--- src/rtl/core_ibex_xif_instr_trace_buf.sv ---
// ID-stage instruction trace buffer: assembles one record per instruction leaving ID
// and queues it in a DEPTH-entry FIFO drained over a valid/ready port; drops are counted.
module core_ibex_xif_instr_trace_buf #(
  parameter int unsigned DATA_WIDTH = 32,
  parameter int unsigned DEPTH      = 8,
  parameter int unsigned STALL_W    = 8,
  parameter int unsigned OVF_W      = 16
) (
  input  logic                     clk_i,
  input  logic                     rst_ni,
  input  logic                     valid_id_i,
  input  logic                     instr_new_id_i,
  input  logic                     err_id_i,
  input  logic                     is_compressed_id_i,
  input  logic [15:0]              instr_compressed_id_i,
  input  logic [DATA_WIDTH-1:0]    instr_id_i,
  input  logic [DATA_WIDTH-1:0]    pc_id_i,
  input  logic                     branch_taken_id_i,
  input  logic                     jump_set_id_i,
  input  logic [DATA_WIDTH-1:0]    branch_target_id_i,
  input  logic                     stall_id_i,
  input  logic [63:0]              rvfi_order_id_i,
  output logic                     rec_valid_o,
  input  logic                     rec_ready_i,
  output logic [DATA_WIDTH-1:0]    rec_pc_o,
  output logic [DATA_WIDTH-1:0]    rec_instr_o,
  output logic [DATA_WIDTH-1:0]    rec_target_o,
  output logic [15:0]              rec_instr_c_o,
  output logic [63:0]              rec_order_o,
  output logic [STALL_W-1:0]       rec_stall_o,
  output logic                     rec_err_o,
  output logic                     rec_compressed_o,
  output logic                     rec_branch_o,
  output logic                     rec_jump_o,
  output logic [$clog2(DEPTH):0]   level_o,
  output logic [OVF_W-1:0]         ovf_cnt_o,
  output logic                     ovf_o
);

  localparam int unsigned AW = $clog2(DEPTH);
  localparam logic [AW:0] FULL_LVL = (AW+1)'(DEPTH);

  typedef struct packed {
    logic [DATA_WIDTH-1:0] pc;
    logic [DATA_WIDTH-1:0] instr;
    logic [DATA_WIDTH-1:0] target;
    logic [15:0]           instr_c;
    logic [63:0]           order;
    logic [STALL_W-1:0]    stall;
    logic                  err;
    logic                  compressed;
    logic                  branch;
    logic                  jump;
  } rec_t;

  typedef enum logic {ST_IDLE, ST_OPEN} state_e;

  state_e      r_state;
  state_e      w_state_nxt;
  rec_t        r_open;
  rec_t        w_rec;
  logic        w_start;
  logic        w_active;
  logic        w_close;

  rec_t        r_mem [DEPTH];
  logic [AW:0] r_wptr;
  logic [AW:0] r_rptr;
  logic [AW:0] w_level;
  logic        w_empty;
  logic        w_full;
  logic        w_pop;
  logic        w_push;
  logic        w_drop;
  rec_t        w_head;
  logic [OVF_W-1:0] r_ovf_cnt;
  logic        r_ovf;

  assign w_start  = valid_id_i && instr_new_id_i;
  assign w_active = w_start || (r_state == ST_OPEN);
  assign w_close  = w_active && valid_id_i && !stall_id_i;

  // Record under assembly: start fields come from live inputs, events of this cycle folded in.
  always_comb begin
    w_state_nxt = r_state;
    w_rec       = r_open;
    if (w_start) begin
      w_rec.pc         = pc_id_i;
      w_rec.instr      = instr_id_i;
      w_rec.instr_c    = instr_compressed_id_i;
      w_rec.compressed = is_compressed_id_i;
      w_rec.err        = err_id_i;
      w_rec.order      = rvfi_order_id_i;
      w_rec.stall      = '0;
      w_rec.branch     = 1'b0;
      w_rec.jump       = 1'b0;
      w_rec.target     = '0;
    end
    if (w_active && valid_id_i && stall_id_i && (w_rec.stall != '1)) begin
      w_rec.stall = w_rec.stall + STALL_W'(1);
    end
    if (w_active && branch_taken_id_i) begin
      w_rec.branch = 1'b1;
      w_rec.target = branch_target_id_i;
    end
    if (w_active && jump_set_id_i) begin
      w_rec.jump   = 1'b1;
      w_rec.target = branch_target_id_i;
    end
    if (w_close || !valid_id_i) begin
      w_state_nxt = ST_IDLE;
    end else if (w_start) begin
      w_state_nxt = ST_OPEN;
    end
  end

  always_ff @(posedge clk_i or negedge rst_ni) begin
    if (!rst_ni) begin
      r_state <= ST_IDLE;
      r_open  <= '0;
    end else begin
      r_state <= w_state_nxt;
      r_open  <= w_rec;
    end
  end

  assign w_level = r_wptr - r_rptr;
  assign w_empty = (r_wptr == r_rptr);
  assign w_full  = (w_level == FULL_LVL);
  assign w_pop   = !w_empty && rec_ready_i;
  // A pop in the same cycle frees the slot, so a full FIFO still accepts the push.
  assign w_push  = w_close && (!w_full || w_pop);
  assign w_drop  = w_close && w_full && !w_pop;

  always_ff @(posedge clk_i) begin
    if (w_push) begin
      r_mem[r_wptr[AW-1:0]] <= w_rec;
    end
  end

  always_ff @(posedge clk_i or negedge rst_ni) begin
    if (!rst_ni) begin
      r_wptr    <= '0;
      r_rptr    <= '0;
      r_ovf_cnt <= '0;
      r_ovf     <= 1'b0;
    end else begin
      if (w_push) r_wptr <= r_wptr + (AW+1)'(1);
      if (w_pop)  r_rptr <= r_rptr + (AW+1)'(1);
      if (w_drop) begin
        r_ovf <= 1'b1;
        if (r_ovf_cnt != '1) r_ovf_cnt <= r_ovf_cnt + OVF_W'(1);
      end
    end
  end

  // Data outputs read zero whenever nothing is queued, including straight out of reset.
  assign w_head           = w_empty ? '0 : r_mem[r_rptr[AW-1:0]];
  assign rec_valid_o      = !w_empty;
  assign rec_pc_o         = w_head.pc;
  assign rec_instr_o      = w_head.instr;
  assign rec_target_o     = w_head.target;
  assign rec_instr_c_o    = w_head.instr_c;
  assign rec_order_o      = w_head.order;
  assign rec_stall_o      = w_head.stall;
  assign rec_err_o        = w_head.err;
  assign rec_compressed_o = w_head.compressed;
  assign rec_branch_o     = w_head.branch;
  assign rec_jump_o       = w_head.jump;
  assign level_o          = w_level;
  assign ovf_cnt_o        = r_ovf_cnt;
  assign ovf_o            = r_ovf;

endmodule

--- config.mk ---
export PLATFORM = sky130hd
export DESIGN_NAME = core_ibex_xif_instr_trace_buf
export DESIGN_NICKNAME = d
export VERILOG_FILES = /design/src/rtl/core_ibex_xif_instr_trace_buf.sv
export SDC_FILE = /design/constraint.sdc
export NUM_CORES = 2
export LEC_CHECK = 0
export ABC_CLOCK_PERIOD_IN_PS = 30500
export CAP_MARGIN = 20
export CORE_MARGIN = 3
export CORE_UTILIZATION = 49
export CTS_BUF_LIST = sky130_fd_sc_hd__clkbuf_16
export CTS_CLUSTER_DIAMETER = 30
export DETAILED_ROUTE_END_ITERATION = 8
export GPL_TIMING_DRIVEN = 0
export HOLD_SLACK_MARGIN = 0.05
export PLACE_DENSITY_LB_ADDON = 0.12
export SLEW_MARGIN = 10
export SYNTH_ARGS = -nofsm -noshare
export SYNTH_HDL_FRONTEND = slang
export SYNTH_SLANG_ARGS = --single-unit
--- constraint.sdc ---
create_clock -name clk_i -period 30.5 [get_ports clk_i]
set_clock_uncertainty 0.1 [all_clocks]
set_input_delay 3.05 -clock clk_i [delete_from_list [all_inputs] [get_ports clk_i]]
set_output_delay 3.05 -clock clk_i [all_outputs]
set_load 0.05 [all_outputs]
==> results summary <==
The flow ran to the end, and the final reports show no timing, DRC or antenna violations. In this run, post-CTS repair resized a total of 0 instances. Setup repair after global routing left no endpoint under its margin. The startpoint of the lowest-slack hold path is ovf_o. Yosys printed 0 warnings.

The worst setup path is launched from a flop. The number of antenna violations at the first check in global routing came to 18. The core area is 132,000 sq um. The number of clock buffers added by TritonCTS is 356. For met1 alone, demand over resource in global routing was 34.9%. After global routing the overflow that remains totals 0. The initial standard-cell utilization of the core is 49.5%. The number of hold-repair buffers added at the cts stage is 0.

The data arrival time at the worst-slack endpoint came out at 6.40 ns. Of the total power, combinational logic draws 33.1%. Cell internal power was estimated by the tool at 6.46 mW. The worst setup path is of the flop to primary output kind. The estimated wirelength of the detail-placed design is 110,000 microns. The number of H-tree levels came out at 5. In this design, the largest share of critical-path delay is due to buffers and inverters. The highest attainable clock frequency came out at 105 MHz. The sequential element share of the synthesized area is 77.3%.

Setup violations remaining at the end of the flow were counted as 0. The synthesis-to-layout area growth came out at 31.2%. The maximum fanout encountered on the critical timing path came out at 10. The proportion of layout cells with a drive suffix above 1 is 26.2%. The layer flagged by global routing as most heavily used is met2.

The CTS tree is yes. The number of global-route vias before repair was 37,910. The startpoint identified for the worst register-to-register timing path is r_rptr[1]. The final layout contains 4,735 nets. By instance count, the cell type seen most on the critical path is sky130_fd_sc_hd__buf_2.

After layout, the minimum clock period comes to 9.55 ns. The fraction of met2 tracks used by global routing is 39.5%. Entering global routing, the biggest net connects 75 pins. The clock network accounts for 38.7% of the total power.

The first global-routing pass estimated 253,000 microns of wire. The final-report max-slew violation count was 0. The final worst-path setup slack came out at 20.95 ns. The net switching component of the power came out at 3.43 mW. After filler insertion, the fill cell instance count of the layout stands at 8,978. The total wire length after detailed routing came out at 172,000 microns. At the placement stage, the worst setup path has a slack of 21.93 ns. The net count after synthesis came out at 3,738. The area of the die is 138,000 sq um. The critical path goes through buf_2, buf_2, buf_1, inv_1, ha_1, nand3_1, nor2_2, clkbuf_2, clkbuf_1, a21oi_1, clkdlybuf4s50_1. The width of the die is 371 microns. The number of buffers inserted to repair setup after CTS came out at 0. For the worst setup path, the data required time is 27.35 ns.

The register bit count reported by yosys came out at 1,718. The later-pin clock latency in the skew report is 0.91 ns. For the pin with the worst max-slew slack, the measured transition is 0.998 ns. The first routing iteration left 3,272 violations. In the routed layout, each cell is associated on average with a via count of 5.53. The areal power density over the cells came out at 115 nW/um^2. The die is 371 microns tall. The clock-pin slew on the worst setup and hold paths came out at 0.05 ns.

The combined area of all synthesized cells is 65,300 sq um. The distinct cell type count of the synthesized netlist came out at 51. The buffer depth of the longest clock path came out at 4. The count of unresolved DRC violations after routing came out at 0. In this run the tightest slew margin relative to its limit is 32.7%. The critical path starts at r_rptr[1]. Global routing used 25.4% of the available tracks across all layers. The design draws 9.89 mW. The number of hold violations in the final report was 0. The iteration count of the initial detailed-routing pass came out at 5. The leakage power came out at 31.0 nW. The maximum vdd drop came out at 0.121 mV. The share of the core filled with cells is 64.9%. The mean routed wirelength per cell is 26.2 microns. The congestion estimate from routability-driven global placement came to 0.738.

The quantity of I/O buffers inserted on ports came out at 395. The fraction of met3 tracks used by global routing is 8.00%. The tree is rooted in a sky130_fd_sc_hd__clkbuf_16. Counting both buffers and inverters, the worst setup path holds a total of 7.

The worst hold path belongs to the class flop to flop. The tree built by TritonCTS fans out to 1,718 sinks. The final critical-path share of the clock period came out at 31.3%. The synthesized instance count came out at 3,544. In this run the core area contains 133 standard-cell rows. 396 I/O pins were placed. The number of max-cap violations came out at 0.

The fraction of power spent switching nets is 34.7%. After synthesis, the mean cell area works out to 18.4 sq um. The fraction of power consumed by sequential logic came out at 28.2%.

The detail route stage leaves a number of antenna-violating nets equal to 0. The cell with the biggest individual delay on the critical path is sky130_fd_sc_hd__clkdlybuf4s50_1. The routed layout has 36,439 vias. The maximum cell stage delay along the critical path came out at 0.78 ns.

The critical path capture point type is a primary output.
## cell usage after synthesis, drive strengths merged
master	number	area share [%]
a21boi	2	0.023
a21oi	191	1.5
a22o	2	0.027
and2	5	0.048
and3	3	0.029
and4	1	0.013
buf	90	0.62
clkbuf	105	0.61
dfrtp	214	8.2
edfxtp	1504	69
fa	1	0.031
ha	7	0.13
inv	9	0.052
mux2	4	0.075
mux4	376	13
nand2	891	5.1
nand2b	1	0.0096
nand3	19	0.15
nand3b	1	0.011
nand4	4	0.048
nand4b	1	0.013
nor2	13	0.10
nor2b	1	0.0096
nor3	12	0.11
nor4	11	0.16
nor4b	3	0.069
o211ai	1	0.011
o21a	1	0.011
o21ai	36	0.28
o21bai	1	0.011
o41ai	1	0.013
or2	1	0.0096
or3	1	0.0096
or4	2	0.029
xnor2	10	0.13
xor2	19	0.25
## per-stage QoR
step	setup TNS, ns	hold WS, ns	cells	area (sq um)
after global placement	-9906.39	0.365	5694	71500
after detailed placement	0	0.370	5938	73700
after floorplan	0	0.360	3544	65300
final	0	0.378	6584	85700
after CTS	0	0.383	6575	85700
after global routing	0	0.408	6578	85700
## area by class of cell
cell class | instances | area, sq um | area share [%]
Clock buffer | 362 | 9060 | 10.6
Clock inverter | 275 | 2960 | 3.45
Inverter | 9 | 41.3 | 0.0482
Timing Repair Buffer | 639 | 6100 | 7.12
Buffer | 195 | 806 | 0.940
Sequential cell | 1718 | 50500 | 58.9
Tap cell | 1755 | 2200 | 2.56
Multi-Input combinational cell | 1622 | 14000 | 16.3
Antenna cell | 9 | 22.5 | 0.0263
## cell usage in the layout, fill, tap and decap left out, types with 3 or more instances in the layout
master                            Yosys  final
sky130_fd_sc_hd__inv_8                0      3
sky130_fd_sc_hd__mux4_2             376    376
sky130_fd_sc_hd__clkinv_2             0     45
sky130_fd_sc_hd__nor3_1              11      7
sky130_fd_sc_hd__inv_6                0     29
sky130_fd_sc_hd__ha_1                 7      7
sky130_fd_sc_hd__clkdlybuf4s50_1      0    394
sky130_fd_sc_hd__buf_8                0      8
sky130_fd_sc_hd__buf_2               47     60
sky130_fd_sc_hd__dfrtp_1            214    214
sky130_fd_sc_hd__buf_1               41     41
sky130_fd_sc_hd__and2_1               5      5
sky130_fd_sc_hd__bufinv_16            0     53
sky130_fd_sc_hd__clkinvlp_4           0     42
sky130_fd_sc_hd__xnor2_1             10     10
sky130_fd_sc_hd__clkbuf_1           104    101
sky130_fd_sc_hd__clkbuf_2             0      3
sky130_fd_sc_hd__clkinv_1             0     42
sky130_fd_sc_hd__buf_16               0      4
sky130_fd_sc_hd__nor4_2               6      9
sky130_fd_sc_hd__diode_2              0      9
sky130_fd_sc_hd__inv_1                8     42
sky130_fd_sc_hd__clkbuf_16            0    362
sky130_fd_sc_hd__edfxtp_1          1504   1504
sky130_fd_sc_hd__nand3_1             18     18
sky130_fd_sc_hd__nor3_2               0      4
sky130_fd_sc_hd__clkinv_8             0      3
sky130_fd_sc_hd__nand2_1            890    890
sky130_fd_sc_hd__nor2_1              12     11
sky130_fd_sc_hd__a21oi_1            191    191
sky130_fd_sc_hd__buf_4                2    169
sky130_fd_sc_hd__xor2_1              19     19
sky130_fd_sc_hd__nand4_1              3      3
sky130_fd_sc_hd__buf_6                0     52
sky130_fd_sc_hd__o21ai_1              4      4
sky130_fd_sc_hd__o21ai_0             32     32
sky130_fd_sc_hd__and3_1               3      3
sky130_fd_sc_hd__nor4b_2              3      3
sky130_fd_sc_hd__clkinv_4             0     24
## metal layers
metal	up-vias	wire (microns)
li1	15869	-
met1	18798	70000
met2	1508	82600
met3	260	16000
met4	4	3830
met5	-	29
## cell families after synthesis
logic type      share of synthesized area [%]
buf+inv                                  1.28
mux                                      13.0
simple gates                             5.95
flops                                    77.3
compound gates                           1.84
fa+ha+maj                               0.165
xor+xnor                                0.389
## sequential cells by signal, summed over array words and instances, names as in the netlist
| register | flops |
|---|---|
| ovf_cnt_o | 16 |
| ovf_o | 1 |
| r_mem | 1504 |
| r_open | 188 |
| r_rptr | 4 |
| r_state | 1 |
| r_wptr | 4 |
## worst paths after layout
kind / cells after the start / slack, ns / end
worst max-delay path: 11 / 20.95 / rec_target_o[27]
worst min-delay path: 1 / 0.38 / ovf_o
worst max register to register: 20 / 24.54 / r_mem[2][131]
worst min register to register: 1 / 0.38 / ovf_o
max in group asynchronous: 2 / 27.15 / r_open[133]
min in group asynchronous: 1 / 2.05 / ovf_cnt_o[0]
## power by group through the flow
| stage | logic [mW] | clock network (mW) | registers, mW |
|---|---|---|---|
| finish | 3.28 | 3.83 | 2.79 |
| CTS | 3.33 | 3.87 | 2.79 |
| global placement | 3.26 | 0 | 2.94 |
| floorplan | 2.08 | 0 | 2.87 |
| global route | 3.46 | 4.00 | 2.79 |
| detailed placement | 3.31 | 0 | 2.83 |
No activity file was read; power rests on OpenSTA's default activity.
